<file path="src/rtl/relu_act_buffer_if.sv">
// Write-stream and drain-stream bundle for relu_act_buffer.
// The master side drives writes and drain ready. The slave side is the buffer.
interface relu_act_buffer_if #(
    parameter int DATA_W = 32,
    parameter int ADDR_W = 5
);
    logic              in_valid;
    logic [ADDR_W-1:0] in_addr;
    logic [DATA_W-1:0] in_data;

    logic              out_valid;
    logic              out_ready;
    logic [DATA_W-1:0] out_data;
    logic [ADDR_W-1:0] out_addr;
    logic              out_last;

    modport master (
        output in_valid, in_addr, in_data, out_ready,
        input  out_valid, out_data, out_addr, out_last
    );

    modport slave (
        input  in_valid, in_addr, in_data, out_ready,
        output out_valid, out_data, out_addr, out_last
    );
endinterface

</file>
<file path="src/rtl/relu_act_buffer.sv">
// Collects one frame of ReLU activations and then drains it in address order.
// Optional ACT_BUF_ZERO_CNT_EN adds a saturating count of zero-valued writes on zero_cnt_o.
module relu_act_buffer #(
    parameter int DEPTH  = 32,
    parameter int DATA_W = 32,
    parameter int ADDR_W = 5
) (
    input  logic               clk,
    input  logic               rst_n,
    input  logic               start_i,
    input  logic [5:0]         frame_len_i,
    relu_act_buffer_if.slave   bus,
    output logic               busy_o,
    output logic               frame_done_o,
    output logic               err_dup_o,
    output logic               err_drop_o,
    output logic [5:0]         zero_cnt_o
);
    // Shared width for comparing addresses against the 6-bit frame length.
    localparam int CW = (ADDR_W > 6) ? ADDR_W : 6;

    typedef enum logic [1:0] {S_IDLE, S_COLLECT, S_DRAIN} state_t;

    state_t            state_q, state_d;
    logic [DATA_W-1:0] mem [DEPTH];
    logic [DEPTH-1:0]  fill_q, fill_d;
    logic [DEPTH-1:0]  hit_vec;
    logic [5:0]        len_q, len_d;
    logic [5:0]        count_q, count_d;
    logic [ADDR_W-1:0] rd_ptr_q, rd_ptr_d;
    logic              err_dup_q, err_dup_d;
    logic              err_drop_q, err_drop_d;
    logic              frame_done_q, frame_done_d;

    logic len_ok, start_acc, in_range, wr_acc, hit, wr_new, drop;
    logic xfer, is_last, collect_done;

    assign len_ok       = (frame_len_i != 6'd0) && (frame_len_i <= 6'(DEPTH));
    assign start_acc    = (state_q == S_IDLE) && start_i && len_ok;
    assign in_range     = CW'(bus.in_addr) < CW'(len_q);
    assign wr_acc       = (state_q == S_COLLECT) && bus.in_valid && in_range;
    assign hit          = |hit_vec;
    assign wr_new       = wr_acc && !hit;
    assign drop         = bus.in_valid && (((state_q == S_IDLE) && !start_acc) ||
                                           ((state_q == S_COLLECT) && !in_range) ||
                                           (state_q == S_DRAIN));
    assign xfer         = (state_q == S_DRAIN) && bus.out_ready;
    assign is_last      = CW'(rd_ptr_q) == (CW'(len_q) - CW'(1));
    assign collect_done = (state_q == S_COLLECT) && wr_new && ((count_q + 6'd1) == len_q);

    // Per-entry fill tracking: a hit means this address already arrived in the frame.
    generate
        for (genvar gi = 0; gi < DEPTH; gi++) begin : g_fill
            assign hit_vec[gi] = fill_q[gi] && (CW'(bus.in_addr) == CW'(gi));
            assign fill_d[gi]  = start_acc ? 1'b0 :
                                 (fill_q[gi] || (wr_acc && (CW'(bus.in_addr) == CW'(gi))));
        end
    endgenerate

    always_comb begin
        len_d        = start_acc ? frame_len_i : len_q;
        count_d      = start_acc ? 6'd0 : (wr_new ? count_q + 6'd1 : count_q);
        err_dup_d    = start_acc ? 1'b0 : (err_dup_q || (wr_acc && hit));
        err_drop_d   = start_acc ? 1'b0 : (err_drop_q || drop);
        frame_done_d = collect_done;
        rd_ptr_d     = rd_ptr_q;
        if (collect_done) begin
            rd_ptr_d = '0;
        end else if (xfer) begin
            rd_ptr_d = is_last ? '0 : rd_ptr_q + ADDR_W'(1);
        end
    end

    // State register
    always_ff @(posedge clk or negedge rst_n) begin
        if (!rst_n) begin
            state_q      <= S_IDLE;
            fill_q       <= '0;
            len_q        <= '0;
            count_q      <= '0;
            rd_ptr_q     <= '0;
            err_dup_q    <= 1'b0;
            err_drop_q   <= 1'b0;
            frame_done_q <= 1'b0;
        end else begin
            state_q      <= state_d;
            fill_q       <= fill_d;
            len_q        <= len_d;
            count_q      <= count_d;
            rd_ptr_q     <= rd_ptr_d;
            err_dup_q    <= err_dup_d;
            err_drop_q   <= err_drop_d;
            frame_done_q <= frame_done_d;
        end
    end

    // Storage is deliberately left unreset; only entries written this frame are drained.
    always_ff @(posedge clk) begin
        if (wr_acc) begin
            mem[bus.in_addr] <= bus.in_data;
        end
    end

    // Next-state logic
    always_comb begin
        state_d = state_q;
        case (state_q)
            S_IDLE:    if (start_acc) state_d = S_COLLECT;
            S_COLLECT: if (collect_done) state_d = S_DRAIN;
            S_DRAIN:   if (xfer && is_last) state_d = S_IDLE;
            default:   state_d = S_IDLE;
        endcase
    end

    // Output logic
    always_comb begin
        busy_o        = (state_q != S_IDLE);
        bus.out_valid = (state_q == S_DRAIN);
        bus.out_addr  = '0;
        bus.out_data  = '0;
        bus.out_last  = 1'b0;
        if (state_q == S_DRAIN) begin
            bus.out_addr = rd_ptr_q;
            bus.out_data = mem[rd_ptr_q];
            bus.out_last = is_last;
        end
        frame_done_o = frame_done_q;
        err_dup_o    = err_dup_q;
        err_drop_o   = err_drop_q;
    end

`ifdef ACT_BUF_ZERO_CNT_EN
    logic [5:0] zero_cnt_q;

    always_ff @(posedge clk or negedge rst_n) begin
        if (!rst_n) begin
            zero_cnt_q <= '0;
        end else if (start_acc) begin
            zero_cnt_q <= '0;
        end else if (wr_acc && (bus.in_data == '0) && (zero_cnt_q != 6'd63)) begin
            zero_cnt_q <= zero_cnt_q + 6'd1;
        end
    end

    assign zero_cnt_o = zero_cnt_q;
`else
    assign zero_cnt_o = '0;
`endif

endmodule

</file>
<file path="src/flat_wrapper.sv">
// flat-port wrapper written by rule: the top's interface ports become plain ports
module relu_act_buffer_flat 
#(
    parameter int DEPTH  = 32,
    parameter int DATA_W = 32,
    parameter int ADDR_W = 5
)
  (clk, rst_n, start_i, frame_len_i, busy_o, frame_done_o, err_dup_o, err_drop_o, zero_cnt_o, bus_in_valid, bus_in_addr, bus_in_data, bus_out_ready, bus_out_valid, bus_out_data, bus_out_addr, bus_out_last);
  relu_act_buffer_if #(.DATA_W(DATA_W), .ADDR_W(ADDR_W)) bus_i ();
  input  logic clk;
  input  logic rst_n;
  input  logic start_i;
  input  logic [5:0] frame_len_i;
  output logic busy_o;
  output logic frame_done_o;
  output logic err_dup_o;
  output logic err_drop_o;
  output logic [5:0] zero_cnt_o;
  input wire logic [$bits(bus_i.in_valid)-1:0] bus_in_valid;
  input wire logic [$bits(bus_i.in_addr)-1:0] bus_in_addr;
  input wire logic [$bits(bus_i.in_data)-1:0] bus_in_data;
  input wire logic [$bits(bus_i.out_ready)-1:0] bus_out_ready;
  output wire logic [$bits(bus_i.out_valid)-1:0] bus_out_valid;
  output wire logic [$bits(bus_i.out_data)-1:0] bus_out_data;
  output wire logic [$bits(bus_i.out_addr)-1:0] bus_out_addr;
  output wire logic [$bits(bus_i.out_last)-1:0] bus_out_last;
  assign bus_i.in_valid = bus_in_valid;
  assign bus_i.in_addr = bus_in_addr;
  assign bus_i.in_data = bus_in_data;
  assign bus_i.out_ready = bus_out_ready;
  assign bus_out_valid = bus_i.out_valid;
  assign bus_out_data = bus_i.out_data;
  assign bus_out_addr = bus_i.out_addr;
  assign bus_out_last = bus_i.out_last;
  relu_act_buffer #(.DEPTH(DEPTH), .DATA_W(DATA_W), .ADDR_W(ADDR_W)) u_core (.clk(clk), .rst_n(rst_n), .start_i(start_i), .frame_len_i(frame_len_i), .bus(bus_i), .busy_o(busy_o), .frame_done_o(frame_done_o), .err_dup_o(err_dup_o), .err_drop_o(err_drop_o), .zero_cnt_o(zero_cnt_o));
endmodule
</file>
<file path="config.mk">
export PLATFORM = sky130hd
export DESIGN_NAME = relu_act_buffer_flat
export DESIGN_NICKNAME = d
export VERILOG_FILES = /design/src/rtl/relu_act_buffer_if.sv /design/src/rtl/relu_act_buffer.sv /design/src/flat_wrapper.sv
export SDC_FILE = /design/constraint.sdc
export NUM_CORES = 1
export LEC_CHECK = 0
export BUFFER_PORTS_ARGS = -buffer_cell sky130_fd_sc_hd__buf_2
export CAP_MARGIN = 40
export CORE_MARGIN = 5
export CORE_UTILIZATION = 48
export DETAILED_ROUTE_END_ITERATION = 10
export GPL_ROUTABILITY_DRIVEN = 1
export PLACE_DENSITY = 0.62
export SETUP_SLACK_MARGIN = 0.3
export SYNTH_ARGS = -nofsm -noshare
export SYNTH_HDL_FRONTEND = slang
export SYNTH_SLANG_ARGS = --single-unit
</file>
<file path="constraint.sdc">
create_clock -name clk -period 14.55 [get_ports clk]
set_input_delay 2.91 -clock clk [delete_from_list [all_inputs] [get_ports clk]]
set_output_delay 2.91 -clock clk [all_outputs]
set_load 0.02 [all_outputs]
</file>
==> results.yml <==
run_status:
  status: "finished clean"
cts:
  cts_inserted_buffers: 106
  ctsLongestPathBuffers: 3
  cts.sinks: 1078
  cts_tree: "done"
  htreeDepth: 3
  cts_resized: 0
  path_clk_slew_ns: 0.06
  postCtsSetupBuffers: 0
  cts_root_buf: "clkbuf_16"
  cts_hold_buf: 0
  worst_skew_pair.late_latency_ns: 0.67
global_route:
  antenna_found_initial: 10
  grt_pass1_wl_mm: 146
  grt_start_max_net_pins: 103
  track_usage_pct: 21.5
  grt_remaining_overflow: 0
  grt_pass1_vias: 20582
drt:
  first_iter_violations: 2046
  viasPerCell: 6.13
  vias: 20125
  wl_per_cell_um: 30.8
  antenna_left: 0
  wl_mm: 101
  drc: 0
  dr.pass1.iters: 5
synthesis:
  syn_avg_cell_area_um2: 22.3
  ys_types: 57
  netlist_instances: 1889
  yosys.area_share.simple_pct: 1.80
  synth_top_family_by_area: "multiplexers"
  synthXorXnorAreaFrac_pct: 0.374
  ys_async_sr_fraction_pct: 5.01
  yosysMostFrequentCell: "edfxtp_1"
  synth_top_area_share_pct: 73.0
  syn_area_mm2: 0.0421
  yosys_warnings: 0
  synth_flop_cell: "edfxtp_1"
  ys_top_cells_by_count: "edfxtp_1 (1024), mux4_2 (288), dfrtp_1 (54)"
  ys_seq_area_share_pct: 76.2
  synth_compound_area_share_pct: 2.36
  synth_enable_flop_cells: 1024
  synth-seq-cells: 1078
  yosys-top-cells-area: "edfxtp_1 (73%), mux4_2 (15%), dfrtp_1 (3.2%)"
  synth_top_area_cell: "edfxtp_1"
  synthAdderAreaFrac_pct: 0.208
  synthMuxAreaShare_pct: 17.5
critical_path:
  arrival_ns: 4.20
  path_class: "reg2out"
  cp_slowest_cell: "dfrtp_4"
  crit_family: "buffers and inverters"
  cp-start-kind: "register"
  critPathMaxStageDelay_ns: 0.73
  crit_fanout: 47
  path_buf_inv: 3
  cp.required_ns: 11.64
  worstRegToRegCells: 9
  worstPathCellList: "buf_4 -> buf_4 -> mux4_2 -> mux2_2 -> a21oi_1 -> o2bb2ai_1 -> buf_2"
  end_kind: "primary output"
  cp.depth: 7
  crit_top_cell: "buf_4"
  r2r_slack_ns: 10.98
layout:
  area_growth_syn_to_layout_pct: 13.7
  nNetsFinal: 2097
  nFillCells: 6394
  final_util_pct: 55.1
  drive_gt1_share_pct: 32.7
  stdcell_area_mm2: 0.0479
placement:
  dpl_cell_area_mm2: 0.0443
  numPortBuffers: 90
  post-place-ws_ns: 8.06
  gp_congestion: 0.750
  dp_hpwl_mm: 51.1
hold_path:
  min_path_type: "reg2reg"
  hold_path_depth: 1
floorplanning:
  die_x_um: 306
  rows: 108
  die_h_um: 306
  initial_utilization_pct: 48.5
  ios: 97
  core_mm2: 0.0869
  dieArea_mm2: 0.0937
sta:
  skew_ns: 0.0186
  min_period_ns: 7.11
  rsz0062_at_grt: "no"
  drv_slew: 0
  tightestPinTransition_ns: 0.892
  finalSetupTns_ns: 0
  setup_slack_ns: 7.44
  fmax_mhz: 141
  relSlewSlack_pct: 40.5
  hold_viol_final: 0
  period_share_pct: 48.8
  setup_viol: 0
power_and_ir_drop:
  cellLeakagePower_nw: 14.9
  power_density_mw_per_mm2: 151
  irDropWorstVdd_uv: 98.3
job:
  cap_violations: 0
cell usage in the layout, fill, tap and decap left out, types with 5 or more instances in the layout:
| cell | count |
|---|---|
| a21oi_1 | 43 |
| buf_16 | 5 |
| buf_2 | 90 |
| buf_4 | 57 |
| bufinv_16 | 16 |
| clkbuf_1 | 13 |
| clkbuf_16 | 108 |
| clkinv_1 | 20 |
| clkinv_2 | 23 |
| clkinvlp_4 | 6 |
| conb_1 | 6 |
| dfrtp_1 | 50 |
| edfxtp_1 | 1024 |
| ha_1 | 7 |
| inv_1 | 15 |
| mux2_2 | 38 |
| mux2i_1 | 47 |
| mux4_2 | 288 |
| nand2_1 | 13 |
| nand2b_1 | 5 |
| nand3_1 | 8 |
| nor2_1 | 42 |
| nor2_4 | 8 |
| nor3_1 | 10 |
| nor3_2 | 17 |
| nor4_2 | 8 |
| o21a_1 | 33 |
| o2bb2ai_1 | 32 |
| xnor2_1 | 9 |
| xor2_1 | 9 |
metal layers:
metal | GRT usage (%) | vias up | wire length [um]
met5 | 0 | - | 44
met4 | 5.07 | 6 | 2080
met3 | 3.64 | 144 | 7100
met2 | 35.5 | 788 | 50300
met1 | 30.5 | 10923 | 41600
li1 | - | 8264 | -
registers in the layout (all words and copies together) (netlist names):
signal,cells
u_core.frame_done_o,1
u_core.state_q,2
u_core.rd_ptr_q,5
u_core.len_q,6
u_core.mem,1024
u_core.count_q,6
u_core.err_drop_o,1
u_core.err_dup_o,1
u_core.fill_q,32
cell type report:
class	count	area (um^2)	share of cell area, %
multi-input cells	685	9610	20.1
repair buffers	155	1070	2.24
diodes	2	5.00	0.0105
clock buffers	123	2780	5.80
clock inverters	71	796	1.66
flip-flops and latches	1078	32100	67.1
well taps	1155	1450	3.02
inverters	16	60.1	0.125
worst paths after layout:
kind / start / end
worst max-delay path: u_core.rd_ptr_q[1] / bus_out_data[11]
worst min-delay path: u_core.fill_q[18] / u_core.fill_q[18]
worst max register to register: u_core.len_q[2] / u_core.mem[7][24]
worst min register to register: u_core.fill_q[18] / u_core.fill_q[18]
max in group asynchronous: rst_n / u_core.rd_ptr_q[0]
min in group asynchronous: rst_n / u_core.fill_q[27]
through the flow:
step	std cells	power (W)	hold slack [ns]
finish	3285	0.00724	0.492
global route	3283	0.00751	0.507
CTS	3283	0.00731	0.494
detailed placement	3089	0.00453	0.480
global placement	3081	0.00448	0.472
floorplan	1894	0.00429	0.455
cells by family (layout without fill, tap and decap cells):
| group | count (synthesis) | after routing |
|---|---|---|
| adder cells (fa/ha/maj) | 7 | 7 |
| multiplexers | 373 | 373 |
| flip-flops | 1078 | 1078 |
| other | 1 | 8 |
| AND/OR/NAND/NOR | 144 | 144 |
| buffers and inverters | 131 | 365 |
| AO/OA/AOI/OAI | 137 | 137 |
| XOR/XNOR | 18 | 18 |
power breakdown:
part / switching [W] / internal, W / leakage, nW
logic: 0.000442 / 0.000463 / 3.23
registers: 0.0000621 / 0.00348 / 9.92
clock network: 0.00114 / 0.00165 / 1.75
total: 0.00165 / 0.00560 / 14.9
No activity file was read; power rests on OpenSTA's default activity.
